File: src/rtl/fft_frame_ctrl.sv
// fft_frame_ctrl: frame sequencer for the 16-lane FFT pipeline.
//   Input side issues one contiguous FRAME_BEATS-beat burst per frame into
//   step0_0. Output side counts cbfp beats to retire frames and bounds the
//   number of frames in flight. Adds an inter-frame gap, a flush/drain path
//   and sticky error flags.
//
// Handshake: a source beat transfers on a rising edge where
//   src_valid & src_ready are both high. src_ready depends only on
//   registered state and on en/flush, never on src_valid, so the source may
//   wait on src_ready before raising src_valid without a combinational loop.
//   fft_valid/beat_idx/frame_start follow the transfer by exactly one cycle,
//   matching the data register in the parent that loads on the same
//   transfer. pipe_out_valid has no back-pressure: every high cycle is one
//   cbfp output beat.
module fft_frame_ctrl #(
  parameter int FRAME_BEATS  = 32,
  parameter int CNT_W        = 5,
  parameter int MAX_INFLIGHT = 4,
  parameter int IF_W         = 3,
  parameter int GAP_CYCLES   = 2
) (
  input  logic            clk,
  input  logic            rstn,
  input  logic            en,
  input  logic            flush,
  input  logic            clr_err,
  input  logic            src_valid,
  output logic            src_ready,
  output logic            fft_valid,
  output logic [CNT_W-1:0] beat_idx,
  output logic            frame_start,
  input  logic            pipe_out_valid,
  output logic            frame_done,
  output logic [IF_W-1:0] inflight,
  output logic            busy,
  output logic            flush_done,
  output logic            err_underrun,
  output logic            err_overflow,
  output logic [1:0]      fsm_state
);

  localparam int GAP_W = (GAP_CYCLES > 1) ? $clog2(GAP_CYCLES) : 1;
  localparam logic [CNT_W-1:0] LAST_BEAT = CNT_W'(FRAME_BEATS - 1);
  localparam logic [GAP_W-1:0] GAP_LAST  = GAP_W'(GAP_CYCLES - 1);
  localparam logic [IF_W-1:0]  MAX_IF    = IF_W'(MAX_INFLIGHT);

  typedef enum logic [1:0] {
    S_IDLE  = 2'd0,
    S_RUN   = 2'd1,
    S_GAP   = 2'd2,
    S_DRAIN = 2'd3
  } state_t;

  state_t           state;
  logic             armed;
  logic [CNT_W-1:0] beat_cnt;
  logic [CNT_W-1:0] out_cnt;
  logic [GAP_W-1:0] gap_cnt;

  logic accept;
  logic start;
  logic out_beat;
  logic out_last;
  logic underrun_evt;
  logic overflow_evt;

  // armed keeps src_ready low while rstn is asserted, even with en high
  always_ff @(posedge clk or negedge rstn) begin
    if (!rstn) armed <= 1'b0;
    else       armed <= 1'b1;
  end

  // Ready generation: open in IDLE only when a frame slot is free, always open in RUN
  always_comb begin
    src_ready = 1'b0;
    unique case (state)
      S_IDLE:  src_ready = armed & en & ~flush & (inflight < MAX_IF);
      S_RUN:   src_ready = 1'b1;
      default: src_ready = 1'b0;
    endcase
  end

  assign accept       = src_valid & src_ready;
  assign start        = accept & (state == S_IDLE);
  assign out_beat     = pipe_out_valid & (inflight != '0);
  assign out_last     = out_beat & (out_cnt == LAST_BEAT);
  assign overflow_evt = pipe_out_valid & (inflight == '0);
  assign underrun_evt = (state == S_RUN) & ~src_valid;
  assign busy         = (state != S_IDLE) | (inflight != '0);
  assign fsm_state    = state;

  // Input-side sequencer: frame burst, gap, drain, with registered issue outputs
  always_ff @(posedge clk or negedge rstn) begin
    if (!rstn) begin
      state       <= S_IDLE;
      beat_cnt    <= '0;
      gap_cnt     <= '0;
      fft_valid   <= 1'b0;
      beat_idx    <= '0;
      frame_start <= 1'b0;
      flush_done  <= 1'b0;
    end else begin
      fft_valid   <= 1'b0;
      frame_start <= 1'b0;
      flush_done  <= 1'b0;
      unique case (state)
        S_IDLE: begin
          if (start) begin
            state       <= S_RUN;
            beat_cnt    <= CNT_W'(1);
            fft_valid   <= 1'b1;
            beat_idx    <= '0;
            frame_start <= 1'b1;
          end else if (flush) begin
            state <= S_DRAIN;
          end
        end
        S_RUN: begin
          // a missing source beat only stalls the count; the underrun flag records it
          if (accept) begin
            fft_valid <= 1'b1;
            beat_idx  <= beat_cnt;
            if (beat_cnt == LAST_BEAT) begin
              state    <= S_GAP;
              beat_cnt <= '0;
              gap_cnt  <= '0;
            end else begin
              beat_cnt <= beat_cnt + CNT_W'(1);
            end
          end
        end
        S_GAP: begin
          if (gap_cnt == GAP_LAST) begin
            gap_cnt <= '0;
            state   <= flush ? S_DRAIN : S_IDLE;
          end else begin
            gap_cnt <= gap_cnt + GAP_W'(1);
          end
        end
        S_DRAIN: begin
          if (inflight == '0) begin
            flush_done <= 1'b1;
            state      <= S_IDLE;
          end
        end
        default: state <= S_IDLE;
      endcase
    end
  end

  // Output side: count cbfp beats, retire frames, track frames in flight
  always_ff @(posedge clk or negedge rstn) begin
    if (!rstn) begin
      out_cnt    <= '0;
      frame_done <= 1'b0;
      inflight   <= '0;
    end else begin
      frame_done <= out_last;
      if (out_beat) begin
        out_cnt <= out_last ? '0 : out_cnt + CNT_W'(1);
      end
      // a start and a retirement in the same cycle cancel out
      unique case ({start, out_last})
        2'b10:   inflight <= inflight + IF_W'(1);
        2'b01:   inflight <= inflight - IF_W'(1);
        default: inflight <= inflight;
      endcase
    end
  end

  // Sticky error flags; a new error in the clear cycle keeps the flag set
  always_ff @(posedge clk or negedge rstn) begin
    if (!rstn) begin
      err_underrun <= 1'b0;
      err_overflow <= 1'b0;
    end else begin
      err_underrun <= underrun_evt | (err_underrun & ~clr_err);
      err_overflow <= overflow_evt | (err_overflow & ~clr_err);
    end
  end

endmodule

File: config.mk
export PLATFORM = sky130hd
export DESIGN_NAME = fft_frame_ctrl
export DESIGN_NICKNAME = d
export VERILOG_FILES = /design/src/rtl/fft_frame_ctrl.sv
export SDC_FILE = /design/constraint.sdc
export NUM_CORES = 1
export LEC_CHECK = 0
export BUFFER_PORTS_ARGS = -buffer_cell sky130_fd_sc_hd__buf_2
export CORE_ASPECT_RATIO = 0.8
export CORE_MARGIN = 1.5
export CORE_UTILIZATION = 58
export CTS_CLUSTER_SIZE = 24
export DETAILED_ROUTE_END_ITERATION = 12
export GPL_TIMING_DRIVEN = 0
export PLACE_DENSITY_LB_ADDON = 0.08
export SETUP_SLACK_MARGIN = 0.5
export SLEW_MARGIN = 20
export SYNTH_ARGS = -nofsm -noshare
export SYNTH_HDL_FRONTEND = slang
export SYNTH_SLANG_ARGS = --single-unit
File: constraint.sdc
create_clock -name clk -period 6.85 [get_ports clk]
set_clock_uncertainty 0.2 [all_clocks]
set_input_delay 0.3425 -clock clk [delete_from_list [all_inputs] [get_ports clk]]
set_output_delay 0.3425 -clock clk [all_outputs]
set_load 0.005 [all_outputs]
# Yosys cells after proc, flatten, opt, wreduce, memory -nomap -nowiden
# Index checks and enable logic that the tools add are counted.
# Widths: inputs -> output; s select.
[totals]
elab_cells = 87
out_inout_bits = 18
in_bits = 7
regBits = 28
[classes]
addsub = 5
muxes = 28
n_eq_ne = 13
magnitude_cmp = 1
n_reduce_logical = 10
bitwise_logic = 17
[op_table]
columns = ["op", "count"]
rows = [
  ["$mux 5", 6],
  ["$pmux 5 s2", 2],
  ["$mux 2", 7],
  ["$and 1x1->1", 11],
  ["$add 5x1->5 const B", 2],
  ["$eq 5x5->1 const B", 2],
  ["$mux 1", 8],
  ["$ne 2x2->1 const B", 4],
  ["$pmux 2 s4", 1],
  ["$reduce_bool 2->1", 4],
  ["$eq 2x2->1 const B", 3],
  ["$pmux 1 s2", 3],
  ["$pmux 3 s2", 1],
  ["$reduce_and 3->1", 2],
  ["$reduce_and 5->1", 1],
  ["$eq 2x1->1 const B", 2],
  ["$add 3x1->3 const B", 1],
  ["$logic_not 3->1", 1],
  ["$lt 3x3->1 const B", 1],
  ["$ne 3x3->1 const B", 1],
  ["$not 1->1", 3],
  ["$or 1x1->1", 3],
  ["$reduce_bool 3->1", 1],
  ["$sub 3x1->3 const B", 1],
  ["other kinds (3)", 3],
]

# Logic depth before layout (Yosys ltp)
[logic_depth]
depth_word = 8
depth_mapped = 11
ltp_nobuf = 11

# Least setup slack after synthesis
# OpenSTA, ideal clock, no wires.
[synth_path]
path_type = "register to register"
from = "reg out_cnt[0]"
to = "reg inflight[2]"
period_less_slack_ns = 2.331
path_buffers = 0
stages_incl_launch_ff = 12
required_ns = 6.571
arrival_ns = 2.052
setup_time_ns = 0.079
setup_slack_ns = 4.519
path_cell_list = "dfrtp_1 > ha_1 > and3_1 > ha_1 > inv_1 > nor2_1 > ha_1 > inv_1 > fa_1 > xor2_1 > nor2_1 > xor2_1"
[synth_between]
elab_chain_cells = 4
elab_cells_between_ends = 6
classes_between = "eq/ne (3); mux (1); bitwise (1); reduce/logical (1)"
[synth_rtl]
columns = ["item", "line_no", "rtl"]
rows = [
  ["from (decl)", "57", "logic [CNT_W-1:0] out_cnt;"],
  ["from (signal assigned)", "160", "out_cnt <= out_last ? '0 : out_cnt + CNT_W'(1);"],
  ["$eq 5x5->1 *", "86", "assign out_last = out_beat & (out_cnt == LAST_BEAT);"],
  ["$and 1x1->1 *", "86", ""],
  ["named net out_last", "63", "logic out_last;"],
  ["$eq 2x1->1 / $eq 2x2->1 (equally long branches)", "163", "unique case ({start, out_last})"],
  ["$pmux 3 s2 / $reduce_bool 2->1 (equally long branches)", "-", ""],
  ["to (signal assigned)", "164", "2'b10: inflight <= inflight + IF_W'(1);"],
  ["to (signal assigned)", "165", "2'b01: inflight <= inflight - IF_W'(1);"],
  ["to (signal assigned)", "166", "default: inflight <= inflight;"],
  ["to (decl)", "34", "output logic [IF_W-1:0] inflight,"],
]
# The timed path passes the listed nets; every way through them passes the cells marked *.
# A chain may end at the register's enable or synchronous reset.

# Worst setup path in the final report
# Same ends and word-level chain as after synthesis.

==> reports/results.txt <==
YS warnings - 0
post-synthesis mux area share - 1.59%
Min-Delay Path Class - input port to flip-flop
Worst path slowest cell - dfrtp_1
FF-to-FF path depth - 11
Worst Tran Pin Value - 615 ps
Syn Inst Count - 124
Fin Setup TNS - 0 ps
standard-cell rows - 15
clock root buffer - clkbuf_4
ANT cells - 0
final net count - 167
Iter 0 DRT Violations - 44
Leak Pwr - 0.000795 µW
status - finished, final reports clean
CP Depth - 11
FF+latch count, synth - 28
fraction of layout cells with a size suffix above 1 - 22.2%
WP data required - 6900 ps
Synthesized Nets - 137
RePlAce Congestion - 0.735
Top Ports - 25
worst rel slew slack - 59.0%
via count - 975
Worst-path clk slew - 140 ps
Initial Util - 62.0%
number of synthesized flops with an enable pin - 0
post-CTS setup buffers - 0
Slew Limit Fails - 0
post-synthesis compound-gate area fraction - 18.3%
routed length per instance - 14.0 µm
clk_lat worst skew - 320 ps
worst r2r dst - inflight[2]
CTS resizes - 0
worst r2r src - out_cnt[0]
Hold Path Stages - 3
initial antenna violation count - 0
Multi-input gate area - 567 µm²
Hold Vio Cnt, Final - 0
HPWL Detailed - 1780 µm
CP Max Fanout - 5
Setup Crit Path Kind - flip-flop to flip-flop
register area - 701 µm²
peak supply drop - 0.242 mV
period utilization - 38.2%
syn_area_per_cell - 10.8 µm²
most frequent cells in the layout - 28 x dfrtp_1, 24 x buf_2, 11 x inv_1, 11 x a22o_1, 10 x o21ai_0
crit-path max cell delay - 440 ps
mapped cell area - 1340 µm²
Synth cell types - 34
Synth Area in Simple Gates - 14.0%
CTS tree - yes
first drt pass iteration count - 4
adder-cell share of the synthesized area - 6.17%
Die Y-Extent - 46.0 µm
gr usage total - 21.4%
Sink Count - 28
grt ovf - 0
most common cell after layout, fill and taps aside - dfrtp_1
register area share after synthesis - 52.4%
Placeable Area - 2160 µm²
RSZ-0062 raised after global routing - false
total of max-cap violations - 0
ys async rst share - 100%
Worst Setup SP - out_cnt[0]
XOR/XNOR Fraction of Synth Area - 1.96%
Setup crit end - inflight[2]
Avg Vias per Cell - 5.48
area growth from synthesis to layout - 15.2%
Residual DRC - 0
Max Freq - 0.382 GHz
largest net degree at the start of global routing - 29
# setup viols final - 0
WP buf/inv - 2
Die Width - 56.7 µm
FF-to-FF setup slack - 4230 ps
top-area cell type share of the netlist area - 52.4%
Fillers - 164
die area - 2600 µm²
global-route wire length before repair - 4170 µm
CP Capture Type - flip-flop
crit path launch type - flip-flop
Power per Cell Area - 383 nW/µm²
CP delay by family, top - adder cells
CTS Buf Count - 3
IO buf count - 23
Area contributors post-synth - dfrtp_1 52%, a22o_1 7.2%, ha_1 4.7%
leading area contributor after synthesis - dfrtp_1
fin util - 71.4%
ANT nets after route - 0
critical-path cell list - ha_1 > and3_1 > ha_1 > inv_1 > nor2_1 > ha_1 > inv_1 > fa_1 > xor2_1 > nor2_1 > xor2_1
H-tree Lvls - 1
CTS Buffer Depth - 2
min Tclk post-route - 2620 ps
Detailed Route WL - 2500 µm
dominant synthesized flop cell - dfrtp_1
Worst Path Arrival - 2670 ps
vias in the first global route - 937
main combinational cell family by area after synthesis - compound AO/OA/AOI/OAI gates
most used cell, CP - ha_1
-- where the power goes --
group	switching, µW	internal (µW)
combinational	108	114
clock	46.2	32.5
sequential	61.8	227
total	216	373
-- registers in the layout, indices dropped and copies added, names as in the netlist, 2 cells and up --
signal     count
fsm_state      2
beat_cnt       5
inflight       3
beat_idx       5
out_cnt        5
-- layout make-up --
class                   count  area share [%]
repair buffers             25            8.77
multi-input cells          80            36.8
flip-flops and latches     28            45.5
inverters                  11            2.68
well taps                  25            2.03
plain buffers               5            1.87
clock buffers               4            2.36
-- timing repair --
action	CTS	global route
hold buffers	2	0
hold endpoints to repair	29	0
endpoints found under the setup margin	0	0
-- worst reg2reg max path: stages, from the launching register on --
cell	delay, ps
dfrtp_1	440
ha_1	210
and3_1	170
ha_1	180
inv_1	90
nor2_1	170
ha_1	220
inv_1	70
fa_1	380
xor2_1	150
nor2_1	120
xor2_1	160
-- logic make-up (layout without fill, tap and decap cells) --
kind of cell / count (synthesis) / after routing
AND/OR/NAND/NOR: 35 / 35
AO/OA/AOI/OAI: 33 / 33
XOR/XNOR: 3 / 3
flip-flops: 28 / 28
multiplexers: 2 / 2
buffers and inverters: 16 / 45
other: 1 / 1
adder cells (fa/ha/maj): 6 / 6
-- stage by stage --
stage | hold slack [ps] | cell area (µm²) | total power (µW) | instances | setup WS, ps
detailed placement | 193 | 1480 | 514 | 172 | 4270
global placement | 185 | 1480 | 500 | 172 | 4350
global route | 109 | 1540 | 637 | 178 | 4030
floorplan | -153 | 1340 | 436 | 124 | 4520
finish | 73.9 | 1540 | 590 | 178 | 4230
CTS | 72.8 | 1540 | 593 | 178 | 4230
-- cells in the mapped netlist, types with 3 or more instances --
library cell / n
nand2b_1: 4
nand3_1: 4
o21ai_0: 10
a21oi_1: 4
ha_1: 5
inv_1: 11
nand2_1: 7
a22o_1: 11
and3_1: 3
dfrtp_1: 28
nor2_1: 9
-- routing by layer --
layer	part of all wire [%]	routed length [µm]	track usage (%)	vias to the layer above
li1	-	-	-	489
met1	46	1160	27.6	454
met2	48	1200	36.7	30
met3	5.0	124	6.25	2
met4	0.60	15	3.81	0
met5	0	0	0	-
-- how the worst min path moves through the flow --
stage | from | to | slack [ps]
floorplan | rstn | armed | -150
detailed placement | rstn | out_cnt[2] | 190
global placement | rstn | out_cnt[2] | 190
CTS | pipe_out_valid | err_overflow | 70
finish | pipe_out_valid | err_overflow | 70
global route | pipe_out_valid | err_overflow | 110
Power figures use the tool's default switching activity.
